## config.mk

```make
export PLATFORM = sky130hd
export DESIGN_NAME = screen_sequencer
export DESIGN_NICKNAME = d
export VERILOG_FILES = /design/src/rtl/screen_pkg.sv /design/src/rtl/rgb_dimmer.sv /design/src/rtl/screen_sequencer.sv
export SDC_FILE = /design/constraint.sdc
export NUM_CORES = 1
export LEC_CHECK = 0
export BUFFER_PORTS_ARGS = -buffer_cell sky130_fd_sc_hd__buf_2
export CAP_MARGIN = 10
export CORE_ASPECT_RATIO = 1.5
export CORE_MARGIN = 4
export CORE_UTILIZATION = 35
export CTS_CLUSTER_SIZE = 28
export DETAILED_ROUTE_END_ITERATION = 7
export GPL_TIMING_DRIVEN = 0
export PLACE_DENSITY = 0.51
export SLEW_MARGIN = 20
export SYNTH_ARGS = -nofsm -noshare
export SYNTH_HDL_FRONTEND = slang
export SYNTH_SLANG_ARGS = --single-unit
```

## constraint.sdc

```tcl
create_clock -name vga_clk -period 3.8 [get_ports vga_clk]
set_clock_uncertainty 0.05 [all_clocks]
set_input_delay 0.76 -clock vga_clk [delete_from_list [all_inputs] [get_ports vga_clk]]
set_output_delay 0.76 -clock vga_clk [all_outputs]
set_load 0.03 [all_outputs]
```

## src/rtl/screen_pkg.sv

```systemverilog
// ---------------------------------------------------------------------------
// screen_pkg
// Shared types and constants for the screen sequencer.
//   screen_t  : which image the pixel pipeline should show (MENU/PLAY/OVER)
//   seq_state_t : sequencer FSM states
//   BRIGHT_MAX  : full brightness level (unity gain in the dimmer)
// ---------------------------------------------------------------------------
package screen_pkg;

    typedef enum logic [1:0] {
        MENU = 2'd0,
        PLAY = 2'd1,
        OVER = 2'd2
    } screen_t;

    typedef enum logic [2:0] {
        ST_MENU     = 3'd0,
        ST_PLAY     = 3'd1,
        ST_OVER     = 3'd2,
        ST_FADE_OUT = 3'd3,
        ST_FADE_IN  = 3'd4
    } seq_state_t;

    localparam logic [4:0] BRIGHT_MAX = 5'd16;

    // Resting state that shows a given screen once the fade-in completes.
    function automatic seq_state_t screen_to_state(input screen_t scr);
        seq_state_t st;
        case (scr)
            MENU:    st = ST_MENU;
            PLAY:    st = ST_PLAY;
            default: st = ST_OVER;
        endcase
        return st;
    endfunction

endpackage : screen_pkg

```

## src/rtl/rgb_dimmer.sv

```systemverilog
// ---------------------------------------------------------------------------
// rgb_dimmer
// Scales a 4-bit-per-channel pixel by brightness/16 and forces black outside
// the visible region. One register stage of latency.
// Ports:
//   vga_clk, reset          : pixel clock, synchronous active-high reset
//   red_in/green_in/blue_in : 4-bit source colour
//   brightness              : 0..16, 16 = unity
//   blank                   : 1 while in the visible region
//   red_out/green_out/blue_out : registered dimmed colour
// ---------------------------------------------------------------------------
module rgb_dimmer (
    input  logic       vga_clk,
    input  logic       reset,
    input  logic [3:0] red_in,
    input  logic [3:0] green_in,
    input  logic [3:0] blue_in,
    input  logic [4:0] brightness,
    input  logic       blank,
    output logic [3:0] red_out,
    output logic [3:0] green_out,
    output logic [3:0] blue_out
);

    // 4b x 5b fits in 9 bits; dividing by 16 and keeping 4 bits never
    // overflows because brightness tops out at 16.
    function automatic logic [3:0] scale(input logic [3:0] c, input logic [4:0] b);
        logic [8:0] prod;
        prod = 9'(c) * 9'(b);
        return 4'(prod >> 4);
    endfunction

    always_ff @(posedge vga_clk) begin
        if (reset) begin
            red_out   <= 4'd0;
            green_out <= 4'd0;
            blue_out  <= 4'd0;
        end else if (blank) begin
            red_out   <= scale(red_in,   brightness);
            green_out <= scale(green_in, brightness);
            blue_out  <= scale(blue_in,  brightness);
        end else begin
            red_out   <= 4'd0;
            green_out <= 4'd0;
            blue_out  <= 4'd0;
        end
    end

endmodule : rgb_dimmer

```

## src/rtl/screen_sequencer.sv

```systemverilog
// ---------------------------------------------------------------------------
// screen_sequencer
// Menu / play / game-over screen sequencing with fade-to-black transitions.
// All screen, target and brightness changes happen on frame_start so that
// the visible image never changes mid-frame.
//
// state       | meaning
// ------------+-------------------------------------------------------------
// ST_MENU     | menu shown at full brightness, waiting for a start press
// ST_PLAY     | game running (game_run = 1), waiting for death
// ST_OVER     | game-over shown; start accepted after OVER_HOLD_FRAMES
// ST_FADE_OUT | dimming by FADE_STEP per frame; at 0 switch screen_sel
// ST_FADE_IN  | brightening by FADE_STEP per frame; at 16 enter screen_sel
//
// Ports:
//   vga_clk, reset     : pixel clock, synchronous active-high reset
//   frame_start        : one-cycle pulse at start of vertical blank
//   start_btn          : debounced button level
//   death              : one-cycle pulse from game logic
//   blank              : 1 in the visible region
//   red/green/blue_in  : source colour for the selected screen
//   screen_sel         : image select (0 MENU, 1 PLAY, 2 OVER)
//   brightness         : current fade level 0..16
//   game_run, busy     : PLAY state / fade in progress
//   red/green/blue_out : dimmed, blank-gated colour, 1 cycle latency
// ---------------------------------------------------------------------------
module screen_sequencer
    import screen_pkg::*;
#(
    parameter int FADE_STEP        = 2,
    parameter int OVER_HOLD_FRAMES = 60
) (
    input  logic       vga_clk,
    input  logic       reset,
    input  logic       frame_start,
    input  logic       start_btn,
    input  logic       death,
    input  logic       blank,
    input  logic [3:0] red_in,
    input  logic [3:0] green_in,
    input  logic [3:0] blue_in,
    output logic [1:0] screen_sel,
    output logic [4:0] brightness,
    output logic       game_run,
    output logic       busy,
    output logic [3:0] red_out,
    output logic [3:0] green_out,
    output logic [3:0] blue_out
);

    localparam logic [4:0] STEP      = 5'(FADE_STEP);
    localparam logic [7:0] HOLD_MIN  = 8'(OVER_HOLD_FRAMES);

    seq_state_t state, state_nx;
    screen_t    target, target_nx;
    screen_t    sel, sel_nx;
    logic [4:0] bri, bri_nx;
    logic [7:0] hold_cnt, hold_nx;
    logic       start_prev;
    logic       start_pend, start_pend_nx;
    logic       death_pend, death_pend_nx;

    logic       start_edge;
    logic       start_now;
    logic       death_now;
    logic [4:0] bri_dn;
    logic [5:0] bri_sum;
    logic [4:0] bri_up;

    // Events arriving on the frame_start cycle itself are folded in here so
    // they are acted on at that frame rather than lost when the flags clear.
    assign start_edge = start_btn & ~start_prev;
    assign start_now  = start_pend | start_edge;
    assign death_now  = death_pend | death;

    assign bri_dn  = (bri > STEP) ? (bri - STEP) : 5'd0;
    assign bri_sum = {1'b0, bri} + {1'b0, STEP};
    assign bri_up  = (bri_sum >= {1'b0, BRIGHT_MAX}) ? BRIGHT_MAX : bri_sum[4:0];

    always_comb begin
        state_nx      = state;
        target_nx     = target;
        sel_nx        = sel;
        bri_nx        = bri;
        hold_nx       = hold_cnt;
        start_pend_nx = start_pend | start_edge;
        death_pend_nx = death_pend | death;

        // Held at zero outside OVER, so it always starts from 0 on entry.
        if (state != ST_OVER) begin
            hold_nx = 8'd0;
        end else if (frame_start && (hold_cnt != 8'hFF)) begin
            hold_nx = hold_cnt + 8'd1;
        end

        if (frame_start) begin
            start_pend_nx = 1'b0;
            death_pend_nx = 1'b0;
            case (state)
                ST_MENU: begin
                    if (start_now) begin
                        state_nx  = ST_FADE_OUT;
                        target_nx = PLAY;
                    end
                end
                ST_PLAY: begin
                    // Death takes priority; a pending start is simply dropped.
                    if (death_now) begin
                        state_nx  = ST_FADE_OUT;
                        target_nx = OVER;
                    end
                end
                ST_OVER: begin
                    if (start_now && (hold_cnt >= HOLD_MIN)) begin
                        state_nx  = ST_FADE_OUT;
                        target_nx = MENU;
                    end
                end
                ST_FADE_OUT: begin
                    if (bri == 5'd0) begin
                        state_nx = ST_FADE_IN;
                        sel_nx   = target;
                    end else begin
                        bri_nx = bri_dn;
                    end
                end
                ST_FADE_IN: begin
                    if (bri == BRIGHT_MAX) begin
                        state_nx = screen_to_state(sel);
                    end else begin
                        bri_nx = bri_up;
                    end
                end
                default: begin
                    state_nx = ST_MENU;
                end
            endcase
        end
    end

    always_ff @(posedge vga_clk) begin
        if (reset) begin
            state      <= ST_MENU;
            target     <= MENU;
            sel        <= MENU;
            bri        <= BRIGHT_MAX;
            hold_cnt   <= 8'd0;
            start_pend <= 1'b0;
            death_pend <= 1'b0;
            // Preset high so a button held through reset is not a press.
            start_prev <= 1'b1;
        end else begin
            state      <= state_nx;
            target     <= target_nx;
            sel        <= sel_nx;
            bri        <= bri_nx;
            hold_cnt   <= hold_nx;
            start_pend <= start_pend_nx;
            death_pend <= death_pend_nx;
            start_prev <= start_btn;
        end
    end

    assign screen_sel = sel;
    assign brightness = bri;
    assign game_run   = (state == ST_PLAY);
    assign busy       = (state == ST_FADE_OUT) || (state == ST_FADE_IN);

    rgb_dimmer u_dimmer (
        .vga_clk    (vga_clk),
        .reset      (reset),
        .red_in     (red_in),
        .green_in   (green_in),
        .blue_in    (blue_in),
        .brightness (bri),
        .blank      (blank),
        .red_out    (red_out),
        .green_out  (green_out),
        .blue_out   (blue_out)
    );

endmodule : screen_sequencer

```

# Yosys cells after proc, flatten, opt, wreduce, memory -nomap -nowiden
# Index checks and enable logic that the tools add are counted.
dict set report totals {
  elab_cells 71
  out_inout_bits 21
  input_bits 18
  latch_bits 0
  n_memories 0
  ram_bits 0
  ff_bits 35
  romBits 0
}
dict set report classes {
  bitwise 5
  shifts 0
  n_reduce_logical 15
  div 0
  n_addsub 3
  mul 3
  mux 16
  eq_ne 15
  n_lt_le_gt_ge 3
}
# op count
set op_table {}
lappend op_table {{4-bit by 5-bit multiplier with 8-bit output} 3}
lappend op_table {{5-bit 2-to-1 mux} 4}
lappend op_table {{3-bit 2-to-1 mux} 5}
lappend op_table {{3-bit one-hot mux with 5 select lines} 1}
lappend op_table {{2-bit != test, second input constant} 6}
lappend op_table {{5-bit one-hot mux with 2 select lines} 1}
lappend op_table {{8-bit by 1-bit adder with 8-bit output, second input constant} 1}
lappend op_table {{8-bit by 6-bit >= comparator with 1-bit output, second input constant} 1}
lappend op_table {{8-bit != test, second input constant} 1}
lappend op_table {{5-bit by 2-bit adder with 6-bit output, second input constant} 1}
lappend op_table {{3-bit by 2-bit equality test with 1-bit output, second input constant} 2}
lappend op_table {{6-bit by 5-bit >= comparator with 1-bit output, second input constant} 1}
lappend op_table {{2-bit 2-to-1 mux} 3}
lappend op_table {{2-bit one-hot mux with 3 select lines} 1}
lappend op_table {{6-bit AND reduction} 1}
lappend op_table {{2-bit OR reduction} 3}
lappend op_table {{5-bit equality test, second input constant} 1}
lappend op_table {{5-bit by 2-bit > comparator with 1-bit output, second input constant} 1}
lappend op_table {{5-bit logical NOT} 1}
lappend op_table {{5-bit AND reduction} 1}
lappend op_table {{5-bit by 2-bit subtractor with 5-bit output, second input constant} 1}
lappend op_table {{2-bit one-hot mux with 2 select lines} 1}
lappend op_table {{4-bit AND reduction} 1}
lappend op_table {{3-bit by 1-bit equality test with 1-bit output, second input constant} 1}
lappend op_table {{other kinds (14)} 17}

# Depth between registers and ports, before layout
dict set report logic_depth {
  word_depth 6
  depth_mapped 12
  depth_no_buf 10
}

# Hierarchy
# Synthesis repeated with hierarchy kept, for this count alone.
dict set report hier_totals {
  cells_unflattened 344
  area_unflattened_um2 2972.9
}
# mod instances cells_each seq_area_each_um2 area_each_um2
set by_module_without_submodules {}
lappend by_module_without_submodules {rgb_dimmer 1 190 240.2 1675.4}
lappend by_module_without_submodules {screen_sequencer 1 154 440.4 1297.5}

# Least setup slack after synthesis
# No wires, ideal clock.
dict set report synth_path {
  path_kind {flip-flop to flip-flop}
  start {register bri[1] (netlist: brightness[1])}
  end {register u_dimmer.blue_out[3]}
  path_buffers 2
  arrival_time_ns 3.051
  stages_incl_launch_ff 12
  synth_period_minus_slack_ns 3.228
  slack_ns 0.572
  setup_ns 0.128
  t_required_ns 3.622
  path_cell_list {dfxtp_1 clkbuf_1 clkbuf_1 nand2_1 fa_1 fa_1 inv_1 ha_1 a21o_1 a31o_2 xnor2_1 nor2_1}
}
dict set report synth_via {
  elab_chain_len 1
}
# element line
set synth_rtl {}
lappend synth_rtl {{start: declaration} screen_sequencer.sv:57} ;# logic [4:0] bri, bri_nx;
lappend synth_rtl {{start signal: assignment} screen_sequencer.sv:156} ;# bri <= bri_nx;
lappend synth_rtl {{4-bit by 5-bit multiplier with 8-bit output} rgb_dimmer.sv:29} ;# prod = 9'(c) * 9'(b);
lappend synth_rtl {{end signal: assignment} rgb_dimmer.sv:41} ;# blue_out <= scale(blue_in, brightness);
lappend synth_rtl {{end: declaration} rgb_dimmer.sv:22} ;# output logic [3:0] blue_out
# Every way passes these cells.
# A chain may end at the register's enable or synchronous reset.

# Worst setup path in the final report
dict set report layout_path {
  start {register bri[2] (netlist: brightness[2])}
  end {register u_dimmer.green_out[3]}
}
dict set report layout_via {
  elab_chain_len 1
}
# element line
set layout_rtl {}
lappend layout_rtl {{4-bit by 5-bit multiplier with 8-bit output} rgb_dimmer.sv:29}
lappend layout_rtl {{end signal: assignment} rgb_dimmer.sv:40} ;# green_out <= scale(green_in, brightness);
lappend layout_rtl {{end: declaration} rgb_dimmer.sv:21} ;# output logic [3:0] green_out,
# Every way passes these cells.

==> metrics.md <==
| Metric | Value |
|---|---|
| Wire per inst | 13.12 um |
| First-pass GRT wire length | 10880 um |
| ANT cells | 0 |
| Vias | 2309 |
| FFs w/ async S/R, synth | 0% |
| Root Driver | clkbuf_16 |
| FF-to-FF path depth | 12 |
| Sequential element share of the synthesized area | 24.41% |
| Post-DP HPWL | 4826 um |
| Starting DRT DRC Count | 86 |
| Minimum clock period | 3.459 ns |
| Post-route core utilization | 42.13% |
| Critical path required time | 3.90 ns |
| Status | finished clean |
| Post-cts sizing count | 0 |
| Critical-path top delay cell | fa_1 |
| Total Power | 916.2 uW |
| Post-route ant nets | 0 |
| Synth top area share | 24.41% |
| Synth area leader | dfxtp_1 |
| Reg-to-reg critical path startpoint | brightness[2] |
| Maxcap violations | 0 |
| Avg Inst Size Synth | 8.770 um^2 |
| Top_reg_cell synth | dfxtp_1 |
| Period utilization | 91.02% |
| P_leak | 0.001536 uW |
| Final Net Count | 428 |
| Synth warn | 0 |
| Slowest stage delay, CP | 0.43 ns |
| I/O pin count | 39 |
| Critical Path Start | brightness[2] |
| CP top delay family | adder cells |
| Share of cells above drive strength 1 | 16.12% |
| Max clock buf depth | 2 |
| Buffers & Inverters on Critical Path | 4 |
| Final setup viols | 0 |
| RSZ-0062 raised after global routing | false |
| Synth area leaders | dfxtp_1, ha_1, fa_1 |
| Worst Setup EP | u_dimmer.green_out[3] |
| Global placer's final weighted congestion | 0.7886 |
| Die Span Y | 117.3 um |
| CTS tree | yes |
| FILL cells | 826 |
| Die area | 0.009490 mm^2 |
| Setup Fix Bufs, Post-CTS | 0 |
| Relative slew slack | 36.35% |
| Design area | 0.003248 mm^2 |
| Global route total overflow | 0 |
| DR DRC count | 0 |
| Slew Limit Fails | 0 |
| Area growth from synthesis to layout | 16.46% |
| Cell Chain, Critical Path | clkbuf_1 > clkbuf_1 > and2_1 > fa_1 > inv_1 > fa_1 > inv_1 > ha_1 > a21o_1 > a31o_2 > xnor2_1 > nor2_1 |
| Die X | 80.89 um |
| Min-delay worst type | reg -> reg |
| Critical path arrival | 3.56 ns |
| Max FO, Critical Path | 10 |
| Crit end category | flip-flop |
| Final Hold Vio Count | 0 |
| GRT Util Overall | 14.19% |
| Post-synth EDFFs | 0 |
| Distinct cells, synth | 55 |
| Clock Latency Late Sink | 0.28 ns |
| Critical path class | reg -> reg |
| Pin count of the biggest net entering global routing | 11 |
| Reg clk slew, reported paths | 0.06 ns |
| Worst-margin pin slew | 0.9424 ns |
| Peak supply drop | 0.1690 mV |
| CTS buffer count | 5 |
| H-tree depth | 2 |
| Total negative slack | 0 ns |
| Fmax | 289.1 MHz |
| Synthesized netlist cell count | 318 |
| Initial antenna violation count | 0 |
| Setup Slack @ Placement | 0.3359 ns |
| Cts hold-fix bufs | 0 |
| Core Box Area | 0.007710 mm^2 |
| Number of synthesized register bits | 34 |
| Total stage count of the critical path | 12 |
| Vias in the first global route | 2354 |
| Cell row count | 39 |
| Setup ws final | 0.3413 ns |
| Clock sink count | 34 |
| R2R Path End | u_dimmer.green_out[3] |
| Mapped Area | 0.002789 mm^2 |
| Worst R2R Setup Slack | 0.34 ns |
| Area post-placement | 0.003115 mm^2 |
| Pre-antenna DRT Iters | 4 |
| Initial core utilization | 36.17% |
| Buffers on Ports | 36 |
| PD cells | 282.1 mW/mm^2 |
| Via/cell ratio | 4.934 |
| WL final | 6138 um |
| Setup crit start kind | flip-flop |
==> power breakdown <==
| group | internal, uW | leakage [uW] | switching, uW |
|---|---|---|---|
| Sequential | 370 | 0.000277 | 5.05 |
| Combinational | 59.9 | 0.00119 | 91.1 |
| Clock | 240 | 0.0000640 | 151 |
==> state kept, by name (all words and copies together), names as in the netlist <==
signal,flops
brightness,4
death_pend,1
hold_cnt,8
screen_sel,2
start_pend,1
start_prev,1
state,3
target,2
u_dimmer.blue_out,4
u_dimmer.green_out,4
u_dimmer.red_out,4
==> how the worst min path moves through the flow <==
stage	start	to	slack, ns	cells after the start
global placement	target[0]	target[0]	0.41	2
floorplan	target[0]	target[0]	0.39	2
global route	target[0]	target[0]	0.46	2
CTS	target[0]	target[0]	0.42	2
finish	target[0]	target[0]	0.41	2
detailed placement	target[0]	target[0]	0.41	2
==> layout by cell type (no fill, tap or decap), drive strengths merged, types with 3 or more instances in the layout <==
master,Yosys,routed
a21o,7,7
dfxtp,34,34
nor3b,3,3
nor3,6,6
mux2i,4,4
xnor2,17,17
and2,30,30
clkbuf,11,18
conb,2,7
nand3,3,3
ha,29,29
nand4,4,4
o21ai,5,5
nor2,32,32
a21oi,12,12
nand2,26,26
o31ai,3,3
a31o,4,4
or3,3,3
xor2,6,6
fa,15,15
buf,5,41
inv,22,22
==> area by class of cell <==
| class | count | area (um^2) | share of cell area, % |
|---|---|---|---|
| buffer | 16 | 81.33 | 2.504 |
| clock buffer | 7 | 132.6 | 4.083 |
| inverter | 22 | 82.58 | 2.542 |
| multi-input combinational | 251 | 1963 | 60.44 |
| sequential | 34 | 680.7 | 20.96 |
| tap | 102 | 127.6 | 3.929 |
| timing repair buffer | 36 | 180.2 | 5.547 |
==> cells by family (layout without fill, tap and decap cells) <==
kind of cell / count (synthesis) / in the layout / share of synthesized area, %
xor+xnor: 23 / 23 / 7.223
other cells: 2 / 7 / 0.2693
mux: 5 / 5 / 1.839
compound gates: 47 / 47 / 12.38
buf+inv: 38 / 81 / 5.877
flops: 34 / 34 / 24.41
simple gates: 125 / 125 / 24.23
fa+ha+maj: 44 / 44 / 23.78
==> through the flow <==
stage	cells	hold slack (ns)
global placement	461	0.4122
finish	468	0.4122
global route	468	0.4621
CTS	468	0.4193
detailed placement	461	0.4118
floorplan	323	0.3912
==> synthesized netlist by cell type, types with 2 or more instances <==
| cell | n |
|---|---|
| nor2_1 | 32 |
| and3_1 | 2 |
| xnor2_1 | 17 |
| inv_1 | 22 |
| conb_1 | 2 |
| a31o_2 | 4 |
| o21ai_0 | 5 |
| nor3_1 | 5 |
| a211oi_1 | 2 |
| nand2b_1 | 2 |
| nand2_1 | 26 |
| a21o_1 | 7 |
| buf_6 | 2 |
| nor3b_1 | 2 |
| a311oi_1 | 2 |
| nor2b_1 | 2 |
| nand3_1 | 3 |
| a21oi_1 | 12 |
| buf_2 | 2 |
| or3_1 | 3 |
| o31ai_1 | 3 |
| and2_1 | 30 |
| clkbuf_1 | 11 |
| dfxtp_1 | 34 |
| mux2i_1 | 4 |
| o41ai_1 | 2 |
| or4_1 | 2 |
| xor2_1 | 6 |
| fa_1 | 15 |
| nand4_1 | 4 |
| ha_1 | 29 |
==> per-layer routing <==
layer / wire, um / vias up / GRT usage (%) / share of wire, %
met3: 219 / 11 / 2.147 / 3.6
met1: 2620 / 1092 / 17.11 / 43
li1: - / 1162 / - / -
met5: 0 / - / 0 / 0
met4: 145 / 0 / 6.448 / 2.4
met2: 3153 / 44 / 24.13 / 51
==> tightest hold or removal path, stage by stage (launching register included) <==
cell and delay (ns):
dfxtp_1 0.30, nand2_1 0.05, o2bb2ai_1 0.06
No activity file was read; power rests on OpenSTA's default activity.
